## src/rtl/avalon_pio_poll_master_pkg.sv

```systemverilog
// Shared types and constants for the Avalon PIO polling master.
package avalon_pio_pkg;

    typedef enum logic [2:0] {
        IDLE    = 3'd0,
        RD_REQ  = 3'd1,
        RD_WAIT = 3'd2,
        CMP     = 3'd3,
        WR_REQ  = 3'd4
    } poll_state_e;

    // Register word offsets inside one Altera-style PIO slave.
    localparam logic [1:0] PIO_DATA      = 2'd0;
    localparam logic [1:0] PIO_DIRECTION = 2'd1;
    localparam logic [1:0] PIO_IRQ_MASK  = 2'd2;
    localparam logic [1:0] PIO_EDGE_CAP  = 2'd3;

    // Bits needed to hold a count of 0 .. cycles-1.
    function automatic int timer_width(input int cycles);
        return (cycles <= 2) ? 1 : $clog2(cycles);
    endfunction

endpackage

```

## src/rtl/avalon_pio_poll_master_if.sv

```systemverilog
// Avalon-MM command/response bundle between the polling master and the fabric.
// Handshake: a command (read or write) is presented with its address/data and held
// unchanged until the cycle where it is high and avm_waitrequest is low; that cycle is
// the accept. Read data arrives a fixed READ_LATENCY clocks after the read accept.
interface avalon_pio_poll_master_if #(
    parameter int ADDR_W = 16
);
    logic [ADDR_W-1:0] avm_address;
    logic              avm_read;
    logic              avm_write;
    logic [31:0]       avm_writedata;
    logic [31:0]       avm_readdata;
    logic              avm_waitrequest;

    modport master (
        output avm_address, avm_read, avm_write, avm_writedata,
        input  avm_readdata, avm_waitrequest
    );

    modport slave (
        input  avm_address, avm_read, avm_write, avm_writedata,
        output avm_readdata, avm_waitrequest
    );
endinterface

```

## src/rtl/avalon_pio_poll_master_poll_timer.sv

```systemverilog
// Loadable down-counter pacing the polls; holds when neither load nor dec is asserted.
module poll_timer #(
    parameter int          TW     = 10,
    parameter logic [TW-1:0] RELOAD = '0
) (
    input  logic clk,
    input  logic reset_n,
    input  logic load,
    input  logic dec,
    output logic zero
);
    logic [TW-1:0] count_q, count_d;

    always_comb begin
        count_d = count_q;
        if (load) begin
            count_d = RELOAD;
        end else if (dec) begin
            count_d = count_q - 1'b1;
        end
    end

    always_ff @(posedge clk) begin
        if (!reset_n) begin
            count_q <= RELOAD;
        end else begin
            count_q <= count_d;
        end
    end

    assign zero = (count_q == '0);
endmodule

```

## src/rtl/avalon_pio_poll_master.sv

```systemverilog
// Periodically reads an input PIO over Avalon-MM and mirrors changes to an output PIO.
module avalon_pio_poll_master
    import avalon_pio_pkg::*;
#(
    parameter int                ADDR_W       = 16,
    parameter int                IN_W         = 6,
    parameter logic [ADDR_W-1:0] IN_ADDR      = 16'h0000,
    parameter logic [ADDR_W-1:0] OUT_ADDR     = 16'h0004,
    parameter int                POLL_CYCLES  = 1000,
    parameter int                READ_LATENCY = 1,
    parameter bit                INVERT       = 1'b0
) (
    input  logic                      clk,
    input  logic                      reset_n,
    input  logic                      enable,
    avalon_pio_poll_master_if.master  avm,
    output logic [IN_W-1:0]           value,
    output logic                      change_pulse,
    output logic                      busy,
    output poll_state_e               dbg_state
);
    localparam int            TW           = timer_width(POLL_CYCLES);
    localparam logic [TW-1:0] TIMER_RELOAD = TW'(POLL_CYCLES - 1);
    localparam logic [1:0]    LAT_RELOAD   = 2'(READ_LATENCY - 1);

    poll_state_e       state_q, state_d;
    logic [1:0]        lat_q, lat_d;
    logic [IN_W-1:0]   capture_q, capture_d;
    logic [IN_W-1:0]   value_q, value_d;
    logic              first_done_q, first_done_d;
    logic              read_q, read_d;
    logic              write_q, write_d;
    logic [ADDR_W-1:0] address_q, address_d;
    logic [31:0]       writedata_q, writedata_d;
    logic              pulse_q, pulse_d;
    logic              busy_q, busy_d;

    logic              timer_load, timer_dec, timer_zero;
    logic [IN_W-1:0]   out_bits;
    logic              unused_readdata_hi;

    poll_timer #(.TW(TW), .RELOAD(TIMER_RELOAD)) u_timer (
        .clk     (clk),
        .reset_n (reset_n),
        .load    (timer_load),
        .dec     (timer_dec),
        .zero    (timer_zero)
    );

    assign out_bits           = INVERT ? ~capture_q : capture_q;
    assign unused_readdata_hi = ^avm.avm_readdata[31:IN_W];

    always_comb begin
        state_d      = state_q;
        lat_d        = lat_q;
        capture_d    = capture_q;
        value_d      = value_q;
        first_done_d = first_done_q;
        read_d       = read_q;
        write_d      = write_q;
        address_d    = address_q;
        writedata_d  = writedata_q;
        pulse_d      = 1'b0;
        timer_load   = 1'b0;
        timer_dec    = 1'b0;

        case (state_q)
            IDLE: begin
                if (enable) begin
                    if (timer_zero) begin
                        timer_load = 1'b1;
                        state_d    = RD_REQ;
                        read_d     = 1'b1;
                        address_d  = IN_ADDR;
                    end else begin
                        timer_dec = 1'b1;
                    end
                end
            end
            RD_REQ: begin
                if (read_q && !avm.avm_waitrequest) begin
                    read_d    = 1'b0;
                    address_d = '0;
                    lat_d     = LAT_RELOAD;
                    state_d   = RD_WAIT;
                end
            end
            RD_WAIT: begin
                if (lat_q == 2'd0) begin
                    capture_d = avm.avm_readdata[IN_W-1:0];
                    state_d   = CMP;
                end else begin
                    lat_d = lat_q - 2'd1;
                end
            end
            CMP: begin
                // The very first poll after reset always writes, even if the input reads 0.
                if (!first_done_q || (capture_q != value_q)) begin
                    value_d      = capture_q;
                    first_done_d = 1'b1;
                    pulse_d      = 1'b1;
                    write_d      = 1'b1;
                    address_d    = OUT_ADDR;
                    writedata_d  = {{(32-IN_W){1'b0}}, out_bits};
                    state_d      = WR_REQ;
                end else begin
                    state_d = IDLE;
                end
            end
            WR_REQ: begin
                if (write_q && !avm.avm_waitrequest) begin
                    write_d     = 1'b0;
                    address_d   = '0;
                    writedata_d = '0;
                    state_d     = IDLE;
                end
            end
            default: state_d = IDLE;
        endcase

        busy_d = (state_d != IDLE);
    end

    always_ff @(posedge clk) begin
        if (!reset_n) begin
            state_q      <= IDLE;
            lat_q        <= 2'd0;
            capture_q    <= '0;
            value_q      <= '0;
            first_done_q <= 1'b0;
            read_q       <= 1'b0;
            write_q      <= 1'b0;
            address_q    <= '0;
            writedata_q  <= '0;
            pulse_q      <= 1'b0;
            busy_q       <= 1'b0;
        end else begin
            state_q      <= state_d;
            lat_q        <= lat_d;
            capture_q    <= capture_d;
            value_q      <= value_d;
            first_done_q <= first_done_d;
            read_q       <= read_d;
            write_q      <= write_d;
            address_q    <= address_d;
            writedata_q  <= writedata_d;
            pulse_q      <= pulse_d;
            busy_q       <= busy_d;
        end
    end

    assign avm.avm_read      = read_q;
    assign avm.avm_write     = write_q;
    assign avm.avm_address   = address_q;
    assign avm.avm_writedata = writedata_q;
    assign value             = value_q;
    assign change_pulse      = pulse_q;
    assign busy              = busy_q;
    assign dbg_state         = state_q;
endmodule

```

## src/flat_wrapper.sv

```systemverilog
// flat-port wrapper written by rule: the top's interface ports become plain ports
module avalon_pio_poll_master_flat import avalon_pio_pkg::*;
#(
    parameter int                ADDR_W       = 16,
    parameter int                IN_W         = 6,
    parameter logic [ADDR_W-1:0] IN_ADDR      = 16'h0000,
    parameter logic [ADDR_W-1:0] OUT_ADDR     = 16'h0004,
    parameter int                POLL_CYCLES  = 1000,
    parameter int                READ_LATENCY = 1,
    parameter bit                INVERT       = 1'b0
)
  (clk, reset_n, enable, value, change_pulse, busy, dbg_state, avm_avm_address, avm_avm_read, avm_avm_write, avm_avm_writedata, avm_avm_readdata, avm_avm_waitrequest);
  avalon_pio_poll_master_if #(.ADDR_W(ADDR_W)) avm_i ();
  input  logic clk;
  input  logic reset_n;
  input  logic enable;
  output logic [IN_W-1:0] value;
  output logic change_pulse;
  output logic busy;
  output poll_state_e dbg_state;
  output wire logic [$bits(avm_i.avm_address)-1:0] avm_avm_address;
  output wire logic [$bits(avm_i.avm_read)-1:0] avm_avm_read;
  output wire logic [$bits(avm_i.avm_write)-1:0] avm_avm_write;
  output wire logic [$bits(avm_i.avm_writedata)-1:0] avm_avm_writedata;
  input wire logic [$bits(avm_i.avm_readdata)-1:0] avm_avm_readdata;
  input wire logic [$bits(avm_i.avm_waitrequest)-1:0] avm_avm_waitrequest;
  assign avm_avm_address = avm_i.avm_address;
  assign avm_avm_read = avm_i.avm_read;
  assign avm_avm_write = avm_i.avm_write;
  assign avm_avm_writedata = avm_i.avm_writedata;
  assign avm_i.avm_readdata = avm_avm_readdata;
  assign avm_i.avm_waitrequest = avm_avm_waitrequest;
  avalon_pio_poll_master #(.ADDR_W(ADDR_W), .IN_W(IN_W), .IN_ADDR(IN_ADDR), .OUT_ADDR(OUT_ADDR), .POLL_CYCLES(POLL_CYCLES), .READ_LATENCY(READ_LATENCY), .INVERT(INVERT)) u_core (.clk(clk), .reset_n(reset_n), .enable(enable), .avm(avm_i), .value(value), .change_pulse(change_pulse), .busy(busy), .dbg_state(dbg_state));
endmodule
```

## config.mk

```make
export PLATFORM = sky130hd
export DESIGN_NAME = avalon_pio_poll_master_flat
export DESIGN_NICKNAME = d
export VERILOG_FILES = /design/src/rtl/avalon_pio_poll_master_pkg.sv /design/src/rtl/avalon_pio_poll_master_if.sv /design/src/rtl/avalon_pio_poll_master_poll_timer.sv /design/src/rtl/avalon_pio_poll_master.sv /design/src/flat_wrapper.sv
export SDC_FILE = /design/constraint.sdc
export NUM_CORES = 1
export LEC_CHECK = 0
export ABC_AREA = 1
export CORE_UTILIZATION = 45
export DETAILED_ROUTE_END_ITERATION = 8
export PLACE_DENSITY = 0.95
export SETUP_SLACK_MARGIN = 0.3
export SLEW_MARGIN = 20
export SYNTH_ARGS = -nofsm -noshare
export SYNTH_HDL_FRONTEND = slang
export SYNTH_SLANG_ARGS = --single-unit
```

## constraint.sdc

```tcl
create_clock -name clk -period 2.71 [get_ports clk]
set_input_delay 0.813 -clock clk [delete_from_list [all_inputs] [get_ports clk]]
set_output_delay 0.813 -clock clk [all_outputs]
set_load 0.005 [all_outputs]
```

Word level (Yosys, flattened, before mapping)
Index checks and enable logic that the tools add are counted.

Output and inout bits: 61. Input port bits: 36. Logic and storage cells: 80. Register bits: 80.

Reductions and logical operators: 21. Bitwise logic cells: 1. Multiplexer cells: 33. Add/subtract/negate cells: 2. Equal/unequal tests: 11.

Operator list (number): $mux 16 (5); $mux 32 (2); $pmux 16 s4 (1); $pmux 32 s2 (1); $mux 3 (6); $pmux 3 s5 (1); $mux 1 (12); $logic_not 10->1 (1); $sub 10x1->10 const B (1); $ne 2x1->1 const B (4); $eq 3x2->1 const B (2); $ne 6x6->1 (1); $reduce_and 2->1 (3); $reduce_and 3->1 (2); $reduce_and 6->1 (1); $reduce_bool 2->1 (3); $mux 2 (2); $ne 2x2->1 const B (2); $pmux 1 s2 (2); $pmux 2 s2 (1); $reduce_and 4->1 (1); $reduce_bool 4->1 (1); $eq 3x1->1 const B (1); $eq 3x3->1 const B (1); other kinds (9) (11).

Longest topological paths before layout
Word-level depth: 5. Gate-level depth with buffers: 11.

Hierarchy
Synthesis repeated with hierarchy kept, for this count alone.

Cells, all modules: 296. Area, all modules: 2177.1 um^2.

Modules (own cells, without submodules): avalon_pio_poll_master (cells an instance 217, area each 1644.1 um^2, times used 1); poll_timer (cells an instance 79, area each 533.0 um^2, times used 1).

Worst setup path before layout
No wires, ideal clock.

Path type: input to register. Start point: in enable. End point: reg u_core.u_timer.count_q[7]. Setup time: 120 ps. Path buffers: 0. Data arrival time: 1433 ps. Cell stages on the path: 7. Required time: 2590 ps. Setup slack: 1156 ps. Cell sequence: nand3_2 > nor2_4 > nand2_4 > nor2_4 > nand2_1 > nand2_1 > nand3_1.

Word-level cells in the longest chain between the ends: 3. Elaborated cells between the ends (all ways): 5. Classes of those cells: mux (4); reduce/logical (1).

RTL lines: start: declaration (line flat_wrapper.sv:16) `input logic enable;`; $mux 1 (line avalon_pio_poll_master.sv:69) `if (enable) begin`; $mux 1 (line avalon_pio_poll_master.sv:67) `case (state_q)`; $reduce_or 2->1 (no line); end signal: assignment (line avalon_pio_poll_master_poll_timer.sv:27) `count_q <= count_d;`; end: declaration (line avalon_pio_poll_master_poll_timer.sv:12) `logic [TW-1:0] count_q, count_d;`.

Parallel ways exist; a longest one is shown, timed or not. A chain may end at the register's enable or synchronous reset.

Final worst setup path
Start point: reg u_core.state_q[0], in the netlist u_core.dbg_state[0]. End point: out dbg_state[0].

RTL lines: start: declaration (line avalon_pio_poll_master.sv:26) `poll_state_e state_q, state_d;`; start signal: assignment (line avalon_pio_poll_master.sv:138) `state_q <= state_d;`; end: declaration (line flat_wrapper.sv:20) `output poll_state_e dbg_state;`.

No word-level cell between the ends.

==> flow_metrics.py <==
metrics = {
    "outcome": {
        "status": "finished clean",
    },
    "critical_path": {
        "path_delay_family": "buffers and inverters",
        "slowest_delay_ps": 550,
        "crit_slowest_cell": "clkdlybuf4s50_1",
        "cp.depth": 1,
        "r2r-start": "u_core.dbg_state[1]",
        "cp-start-kind": "flop",
        "r2r_cells": 8,
        "end_kind": "output pin",
        "crit_start": "u_core.dbg_state[0]",
        "path_cells": "clkdlybuf4s50_1",
        "critPathKind": "reg2out",
        "crit_fanout": 4,
        "arrival_ps": 1290,
        "required_ps": 1900,
        "path_buf_inv": 1,
    },
    "floorplanning": {
        "die_h_um": 70.4,
        "dieArea_um2": 4950,
        "ios": 97,
        "initial_core_util_pct": 47.7,
        "core-area_um2": 4410,
        "die_w_um": 70.4,
        "std_cell_rows": 24,
    },
    "sta": {
        "drv_slew": 0,
        "rsz0062_at_grt": "false",
        "holdWs_ps": 465,
        "setup_viol": 0,
        "clock_skew_ps": 6.86,
        "finalHoldViolations": 0,
        "setup_tns_ps": 0,
        "max_freq_mhz": 474,
        "fin_crit_ps": 2110,
        "finalCritPeriodShare_pct": 77.8,
    },
    "cts": {
        "clk_pin_slew_ps": 80,
        "clockBufferDepth": 2,
        "cts-root-buf": "clkbuf_8",
        "htree_levels": 2,
        "cts.repair.resized": 0,
        "cts_tree": "built",
        "cts.sinks": 39,
        "ctsHoldBuffers": 0,
        "post_cts.repair.setup_buffers": 0,
        "worstSkewPairLatency_ps": 300,
        "numCtsBuffers": 5,
    },
    "global_routing": {
        "grt.overflow.total": 0,
        "grt_pass1_vias": 1576,
        "grt_max_degree": 19,
        "antenna_found_initial": 0,
        "track_usage_pct": 16.6,
        "grt_pass1_wl_um": 6510,
    },
    "min_path": {
        "worstHoldStart": "u_core.avm.avm_writedata[3]",
        "hold_path.class": "reg2reg",
        "holdPathStages": 2,
    },
    "synthesis": {
        "synth-xor-area-share_pct": 1.25,
        "syn_area_per_cell_um2": 7.31,
        "synth_adder_area_share_pct": 1.78,
        "ys_top_cells_by_area": "dfxtp_1 37%, buf_4 15%, nand2_1 11%, a21oi_1 5.7%, inv_1 5.7%",
        "synthCells": 288,
        "yosysWarnings": 0,
        "ys_seq_area_share_pct": 37.1,
        "synth_area_um2": 2100,
        "yosys.area.top_type": "dfxtp_1",
        "synth.top_cell.area_share_pct": 37.1,
        "ys_ff_latch": 39,
        "synthSimpleGateAreaFrac_pct": 25.8,
        "synth_top_family_by_area": "simple AND/OR/NAND/NOR gates",
        "synth_compound_area_share_pct": 12.1,
        "synth_cell_types": 31,
        "synth.area.mux_share_pct": 0,
    },
    "drt": {
        "wl_um": 3810,
        "vias": 1744,
        "drtIter0Drc": 109,
        "antenna_left": 0,
        "drc": 0,
        "vias_per_cell": 4.65,
        "wl_per_cell_um": 10.1,
        "drt-pass1-iter-count": 4,
    },
    "place": {
        "post-dp-hpwl_um": 2820,
        "portBuffers": 29,
        "placed_cell_area_um2": 2300,
        "gp_congestion": 0.869,
    },
    "pwr": {
        "ir_drop_v": 0.000326,
        "power_density_nw_per_um2": 435,
        "p_leak_uw": 0.00103,
    },
    "layout": {
        "antenna_cells": 0,
        "fill_cells": 396,
        "design_area_um2": 2390,
        "drive_gt1_share_pct": 9.29,
        "final_common_cell": "nand2_1",
        "postLayoutCoreUtil_pct": 54.2,
        "areaGrowthSynthToFinish_pct": 13.7,
        "finalNetCount": 361,
        "layout_common_cells": "63 x nand2_1, 41 x conb_1, 39 x dfxtp_1, 32 x inv_1, 29 x clkdlybuf4s50_1",
    },
    "run": {
        "maxCapViolCount": 0,
    },
}
## cells by family (layout without fill, tap and decap cells)
family / after synthesis / after routing
buffers and inverters: 81 / 76
adder cells (fa/ha/maj): 3 / 3
other: 1 / 41
XOR/XNOR: 3 / 3
flip-flops: 39 / 39
AO/OA/AOI/OAI: 44 / 44
AND/OR/NAND/NOR: 117 / 117
## flip-flops by register name (all words and copies together), names as in the netlist
| register | flops |
|---|---|
| u_core.avm.avm_address | 1 |
| u_core.avm.avm_read | 1 |
| u_core.avm.avm_write | 1 |
| u_core.avm.avm_writedata | 6 |
| u_core.busy | 1 |
| u_core.capture_q | 6 |
| u_core.change_pulse | 1 |
| u_core.dbg_state | 3 |
| u_core.first_done_q | 1 |
| u_core.lat_q | 2 |
| u_core.u_timer.count_q | 10 |
| u_core.value | 6 |
## final timing paths
| check | to | slack (ps) |
|---|---|---|
| max | dbg_state[0] | 600 |
| min | u_core.avm.avm_writedata[3] | 470 |
| max reg2reg | u_core.lat_q[1] | 1040 |
| min reg2reg | u_core.avm.avm_writedata[3] | 470 |
## layout make-up
cell class / count / area, µm² / area share [%]
clock buffer: 5 / 68.8 / 2.88
tap: 52 / 65.1 / 2.72
inverter: 37 / 139 / 5.80
multi-input combinational: 208 / 1010 / 42.4
sequential: 39 / 781 / 32.6
clock inverter: 3 / 20.0 / 0.836
timing repair buffer: 31 / 305 / 12.8
## stage by stage
stage	std cells	power (µW)	setup slack, ps
2_1_floorplan	328	682	1160
3_3_place_gp	367	661	553
3_5_place_dp	367	663	532
4_1_cts	375	1050	595
5_1_grt	375	1090	549
6_report	375	1040	602
## synth_stat cells
cell	n
o21ai_0	12
a21oi_1	24
nor2_2	3
buf_4	41
nand2_1	63
xnor2_1	2
dfxtp_1	39
clkinv_1	1
o21ai_1	1
buf_2	1
nor3_1	3
a21oi_4	1
nand3b_1	2
conb_1	1
nand3_1	9
nor2_4	3
clkbuf_1	2
a211oi_2	1
inv_1	32
nor2_1	27
inv_2	4
o211ai_1	3
nand2_4	2
nand4_1	1
nor3_4	1
nand3_2	2
o21ai_2	1
a21oi_2	1
nor3b_2	1
ha_1	3
xor2_1	1
## layer usage
layer	track usage, %	part of all wire [%]
met1	19.5	45
met2	27.6	46
met3	4.91	6.9
met4	8.00	1.6
met5	0	0
## where the power goes
group | internal, µW | total [µW] | switching [µW]
clock | 179 | 391 | 212
sequential | 578 | 582 | 4.25
combinational | 25.5 | 69.3 | 43.9
Power figures use the tool's default switching activity.
